### config.mk
export PLATFORM = sky130hd
export DESIGN_NAME = grf_demux_regfile
export DESIGN_NICKNAME = d
export VERILOG_FILES = /design/src/rtl/cpu_defs.sv /design/src/rtl/decoder_5_32.sv /design/src/rtl/grf_demux_regfile.sv
export SDC_FILE = /design/constraint.sdc
export NUM_CORES = 2
export LEC_CHECK = 0
export ABC_CLOCK_PERIOD_IN_PS = 34500
export CAP_MARGIN = 20
export CORE_MARGIN = 5
export CORE_UTILIZATION = 57
export DETAILED_ROUTE_END_ITERATION = 6
export GPL_TIMING_DRIVEN = 0
export PLACE_DENSITY = 0.87
export SETUP_SLACK_MARGIN = 0.2
export SYNTH_ARGS = -nofsm -noshare
export SYNTH_HDL_FRONTEND = slang
export SYNTH_SLANG_ARGS = --single-unit
### constraint.sdc
create_clock -name clk -period 34.5 [get_ports clk]
set_input_delay 8.625 -clock clk [delete_from_list [all_inputs] [get_ports clk]]
set_output_delay 8.625 -clock clk [all_outputs]
set_load 0.01 [all_outputs]
### src/rtl/cpu_defs.sv
// Shared datapath constants for the MIPS register file slice.
// Named register indices are kept here so decode and writeback agree on them.
package cpu_defs;

    localparam int DATA_W = 32;
    localparam int ADDR_W = 5;
    localparam int DEPTH  = 2 ** ADDR_W;

    localparam logic [4:0] REG_ZERO = 5'd0;
    localparam logic [4:0] REG_RA   = 5'd31;

endpackage

### src/rtl/decoder_5_32.sv
// Write-address decoder: turns a binary register index into a one-hot write enable.
// Register $0 can never be selected, so bit 0 is always low.
module decoder_5_32
    import cpu_defs::*;
#(
    parameter int ADDR_W = cpu_defs::ADDR_W
) (
    input  logic                   en,
    input  logic [ADDR_W-1:0]      addr,
    output logic [2**ADDR_W-1:0]   onehot
);

    always_comb begin
        onehot = '0;
        if (en && (addr != '0)) begin
            onehot[addr] = 1'b1;
        end
        onehot[0] = 1'b0;
    end

endmodule

### src/rtl/grf_demux_regfile.sv
// 32-entry general register file: one decoded write port, two combinational read
// ports with optional same-cycle write bypass, and registered write status.
module grf_demux_regfile
    import cpu_defs::*;
#(
    parameter int DATA_W = cpu_defs::DATA_W,
    parameter int ADDR_W = cpu_defs::ADDR_W,
    parameter bit BYPASS = 1'b1
) (
    input  logic              clk,
    input  logic              reset,
    input  logic              we,
    input  logic [ADDR_W-1:0] wa,
    input  logic [DATA_W-1:0] wd,
    input  logic [ADDR_W-1:0] ra1,
    input  logic [ADDR_W-1:0] ra2,
    output logic [DATA_W-1:0] rd1,
    output logic [DATA_W-1:0] rd2,
    output logic              wr_en,
    output logic [ADDR_W-1:0] wr_idx
);

    localparam int NREGS = 2 ** ADDR_W;

    logic [DATA_W-1:0] regs [NREGS];
    logic [NREGS-1:0]  wsel;
    logic              commit;

    assign commit = we && (wa != '0);

    decoder_5_32 #(
        .ADDR_W (ADDR_W)
    ) u_dec (
        .en     (we),
        .addr   (wa),
        .onehot (wsel)
    );

    // Only the decoded register loads; entry 0 is cleared by reset and never written.
    always_ff @(posedge clk or posedge reset) begin
        if (reset) begin
            for (int i = 0; i < NREGS; i++) begin
                regs[i] <= '0;
            end
        end else begin
            for (int i = 1; i < NREGS; i++) begin
                if (wsel[i]) begin
                    regs[i] <= wd;
                end
            end
        end
    end

    always_comb begin
        rd1 = regs[ra1];
        if (BYPASS && commit && (ra1 == wa)) begin
            rd1 = wd;
        end
        if (ra1 == '0) begin
            rd1 = '0;
        end
    end

    always_comb begin
        rd2 = regs[ra2];
        if (BYPASS && commit && (ra2 == wa)) begin
            rd2 = wd;
        end
        if (ra2 == '0) begin
            rd2 = '0;
        end
    end

    // wr_idx remembers the last committed write even through idle cycles.
    always_ff @(posedge clk or posedge reset) begin
        if (reset) begin
            wr_en  <= 1'b0;
            wr_idx <= '0;
        end else begin
            wr_en <= commit;
            if (commit) begin
                wr_idx <= wa;
            end
        end
    end

endmodule

==> Word-level counts from Yosys, hierarchy flattened <==
Cells that the tools add are included.
{ "classes": {"reduce_logical": 7, "magnitude_cmp": 4, "mux": 13, "bitwise": 2, "n_eq_ne": 2} }
{ "ops": {"columns": ["operator", "n"], "rows": [
  ["binary-select mux 32 bit (select 5 bit)", 2],
  ["2-to-1 mux 32 bit", 9],
  [">= comparator 6 bit (second input constant)", 2],
  ["NOT 5 -> 6 bit", 2],
  ["== test 5 bit", 2],
  ["logical NOT 5 bit", 2],
  ["< comparator 5 x 6 -> 1 bit (second input constant)", 1],
  ["demux 1 bit (select 5 bit)", 1],
  [">= comparator 5 x 1 -> 1 bit (second input constant)", 1],
  ["nonzero test 5 bit", 1],
  ["logical AND 1 bit", 4],
  ["2-to-1 mux 1 bit", 1]
]} }
{ "totals": {"elab_cells": 61, "output_inout_bits": 70, "in_bits": 50, "regBits": 998} }

==> Logic depth before layout (Yosys ltp) <==
{ "logic_depth": {"depth_word": 6, "mapped_depth": 9, "mapped_depth_nobuf": 5} }

==> Modules after synthesis <==
From an unflattened synthesis, not the netlist that was laid out.
{ "unflattened": {"cells_unflattened": 3711, "hier_area_um2": 53460.0} }
{ "by_module_without_submodules": {"columns": ["module", "seq_area_each_um2", "area_per_inst_um2", "instances", "cells_per_inst"], "rows": [
  ["grf_demux_regfile", 24974.0, 53222.3, 1, 3663],
  ["decoder_5_32", 0.0, 237.7, 1, 48]
]} }

==> Worst setup path before layout <==
Ideal clock, no wire load.
{ "synth_path": {"path_type": "input -> output", "startpoint": "in ra2[0]", "endpoint": "out rd2[17]", "n_path_buf": 3, "slack_ps": 15705, "required_ps": 25875, "cell_stages": 8, "arrival_time_ps": 10170, "cell_sequence": "buf_2 buf_4 buf_2 mux4_2 mux2i_1 nand2_1 a21oi_1 a21oi_1"} }
{ "synth_between": {"elab_chain_cells": 6, "word_cells_on_any_way": 9, "cone_classes": "eq/ne: 1; mux: 5; bitwise: 1; reduce/logical: 2"} }
{ "synth_lines": {"columns": ["element", "line_no", "text"], "rows": [
  ["start: declaration", "grf_demux_regfile.sv:16", "input logic [ADDR_W-1:0] ra2,"],
  ["NOT 5 -> 6 bit (implied by the code)", "grf_demux_regfile.sv:65", "rd2 = regs[ra2];"],
  ["binary-select mux 32 bit (select 5 bit)", "grf_demux_regfile.sv:65", null],
  ["2-to-1 mux 32 bit (implied by the code) (2 in a row)", "grf_demux_regfile.sv:65", null],
  ["2-to-1 mux 32 bit", "grf_demux_regfile.sv:66", "if (BYPASS && commit && (ra2 == wa)) begin"],
  ["2-to-1 mux 32 bit *", "grf_demux_regfile.sv:69", "if (ra2 == '0) begin"],
  ["end: declaration", "grf_demux_regfile.sv:18", "output logic [DATA_W-1:0] rd2,"]
]} }
Mark *: on every way between the ends. The rest lies on a longest branch, timed or not. The select of a mux whose other input is x is not followed.

==> Final worst setup path <==
{ "layout_path": {"startpoint": "in ra1[4]", "endpoint": "out rd1[22]"} }
{ "layout_between": {"elab_chain_cells": 6, "word_cells_on_any_way": 9, "cone_classes": "eq/ne: 1; mux: 5; bitwise: 1; reduce/logical: 2"} }
{ "layout_lines": {"columns": ["element", "line_no", "text"], "rows": [
  ["start: declaration", "grf_demux_regfile.sv:15", "input logic [ADDR_W-1:0] ra1,"],
  ["NOT 5 -> 6 bit (implied by the code)", "grf_demux_regfile.sv:55", "rd1 = regs[ra1];"],
  ["binary-select mux 32 bit (select 5 bit)", "grf_demux_regfile.sv:55", null],
  ["2-to-1 mux 32 bit (implied by the code) (2 in a row)", "grf_demux_regfile.sv:55", null],
  ["2-to-1 mux 32 bit", "grf_demux_regfile.sv:56", "if (BYPASS && commit && (ra1 == wa)) begin"],
  ["2-to-1 mux 32 bit *", "grf_demux_regfile.sv:59", "if (ra1 == '0) begin"],
  ["end: declaration", "grf_demux_regfile.sv:17", "output logic [DATA_W-1:0] rd1,"]
]} }
Marked as above.

==> results.toml <==
[critical_path]
worstSetupEndpointType = "output port"
worst-path-max-fanout = 10
reg2reg_depth = 1
critical_path.startpoint_type = "input pin"
worst-setup-path-type = "input pin to output port"
cp_data_arrival_time_ns = 13.27
regToRegEndpoint = "regs[925]"
worst-endpoint-required_ns = 25.87
critical_path.reg2reg.startpoint = "regs[925]"
worstSetupStartpoint = "ra1[4]"
rrSetupSlack_ns = 33.65
crit_end = "rd1[22]"

[final_layout]
area_growth_pct = 12.7
fraction_of_layout_cells_with_a_size_suffix_above_1_pct = 48.9
nets = 3985
post-route-cell-area_um2 = 61000

[timing]
finalSetupTns_ns = 0
max-slew-margin-rel_pct = -1.91
min_period_ns = 21.89
post-route-period-util_pct = 63.5
clock.fmax_ghz = 0.0457
timing.hold.ws_ns = 0.499
tightestPinTransition_ns = 1.49
rsz0062_at_grt = "no"
worst_clock_skew_ns = 0
timing_max_transition_violations_final = 1
number_of_setup_violations_in_the_final_report = 0
setup_slack_ns = 12.61
hold_viol_final = 0

[floorplan]
dieHeight_um = 318
fp.dieArea_um2 = 101000
boundaryPins = 120
die_width_um = 318
rows = 113
fp.coreArea_um2 = 94600
start_util_pct = 57.2

[place]
place_congestion = 1.01
port_buffers = 106
placement.cell_area_um2 = 57300
place_worst_setup_slack_ns = 13.16
hpwlAfterDp_um = 142000

[route]
route.detailed.vias_per_inst = 7.48
initialDrtViolationCount = 6211
routed_wire_length_per_instance_um = 37.5
drt_pre_antenna_iters = 6
ant_nets = 0
vias_post_dr = 39600
drc = 0
routed_wirelength_um = 199000

[logic_synthesis]
yosysUniqueCellTypes = 55
synth-warning-count = 32
syn_area_per_cell_um2 = 14.7
ys.flop_type = "dfrtp_1"
synth_commonest_cells = "mux2_2 (1058), dfrtp_1 (998), mux4_2 (444), mux2i_1 (174), nor2_1 (168)"
syn_area_um2 = 54100
synth_top_cell_area_share_pct = 46.2
synth.yosys.seq_area_share_pct = 46.2
syn_nets = 3734
ys_async_sr_fraction_pct = 100
synth-seq-cells = 998
synthMostInstantiatedCell = "mux2_2"
biggest_area_contributors_in_the_synthesized_netlist = "dfrtp_1 (46%), mux2_2 (22%), mux4_2 (18%)"
netlist_instances = 3684
synthDominantAreaCellType = "dfrtp_1"
synth-edff-count = 0

[clocking]
numCtsBuffers = 102
cts.clk_slew.worst_paths_ns = 0.06
cts_setup_buffers = 0
ctsRootBufferMaster = "clkbuf_16"
clock_tree_from_tritoncts = "done"
worst_skew_pair.late_latency_ns = 0.69
cts_num_sinks = 998
post_cts_resized = 0
cts-root-to-sink-buffers = 3
htreeDepth = 3
cts_hold_buf = 0

[grt]
grt_start_max_net_pins = 46
number_of_antenna_violations_at_the_first_check_in_global_routing = 12
grt_remaining_overflow = 0
groute.usage.overall_pct = 38.5
number_of_global_route_vias_before_repair = 40400
grt_pass1_wl_um = 283000

[status]
failed_checks = "max-capacitance violations, max-slew violations"
run_status = "complete, but fails checks"

[pwr]
fin_total_pwr_mw = 3.60
peakVddDrop_v = 0.0000425
total_leakage_power_nw = 26.6
p_per_area_nw_per_um2 = 59.0

[flow_run]
maxCapViolCount = 1

[worst_hold_path]
type_of_the_worst_min_delay_path = "flop to flop"
-- flip-flops by register name, indices dropped and copies added, names as in the netlist --
| register | count |
|---|---|
| wr_idx | 5 |
| regs | 992 |
| wr_en | 1 |
-- layer usage --
metal,vias up,share of wire (%),global-route usage (%)
li1,14700,-,-
met1,20200,33,47.2
met2,3704,41,53.2
met3,1030,16,18.7
met4,10,9.3,27.4
met5,-,0.039,0.284
-- cell type report --
| type | count | area (µm²) |
|---|---|---|
| fill | 6461 | 33600 |
| multi-input combinational | 2282 | 27000 |
| sequential | 998 | 25000 |
| clock buffer | 159 | 3080 |
| buffer | 401 | 2070 |
| timing repair buffer | 147 | 1670 |
| tap | 1265 | 1580 |
| clock inverter | 32 | 498 |
| antenna | 14 | 35.0 |
| inverter | 3 | 15.0 |
-- cells in the final DEF, fill, tap and decap left out, drive strengths merged, types with 60 or more instances in the layout --
master         netlist  routed
mux2              1058    1058
dfrtp              998     998
mux4               444     444
buf                288     324
clkbuf             113     275
nor2               178     178
mux2i              174     174
clkdlybuf4s50        0     106
o22ai               78      78
nor3                65      65
nand2               60      60
a221oi              60      60
-- critical path, stage by stage --
cell	delay, ns
clkdlybuf4s50_1	0.77
nand2b_1	0.17
buf_1	0.56
clkbuf_1	0.85
nor2_1	0.16
a2111oi_0	1.14
nor3_1	0.11
nor2_1	0.27
clkdlybuf4s50_1	0.59
-- kinds of logic (layout without fill, tap and decap cells) --
family | count (synthesis) | count (layout) | share of synthesized area, %
AOI/OAI and AO/OA | 229 | 229 | 2.99
xor gates and xnor gates | 10 | 10 | 0.162
buffers and inverters | 404 | 742 | 3.84
DFF | 998 | 998 | 46.2
muxes | 1676 | 1676 | 43.7
other | 0 | 14 | 0
and+or+nand+nor | 367 | 367 | 3.10
-- stage by stage --
stage                     std cells  util [%]
after floorplan                3684         -
after global placement         5055      60.0
after detailed placement       5091      60.6
after CTS                      5282      64.4
after global routing           5287      64.4
final                          5301      64.4
-- worst min-delay path by stage --
stage | from | end | slack (ns) | cells after the start
after floorplan | regs[896] | regs[896] | 0.49 | 1
after global placement | wr_idx[4] | wr_idx[4] | 0.48 | 2
after detailed placement | wr_idx[3] | wr_idx[3] | 0.48 | 2
after CTS | wr_idx[3] | wr_idx[3] | 0.50 | 2
after global routing | wr_idx[3] | wr_idx[3] | 0.53 | 2
final | wr_idx[3] | wr_idx[3] | 0.50 | 2
-- power by group --
part           switching (mW)  total, mW  internal, mW
sequential              0.181       1.58          1.40
clock                   0.499       1.20         0.696
combinational           0.373      0.825         0.452
total                    1.05       3.60          2.55
Power figures use the tool's default switching activity.
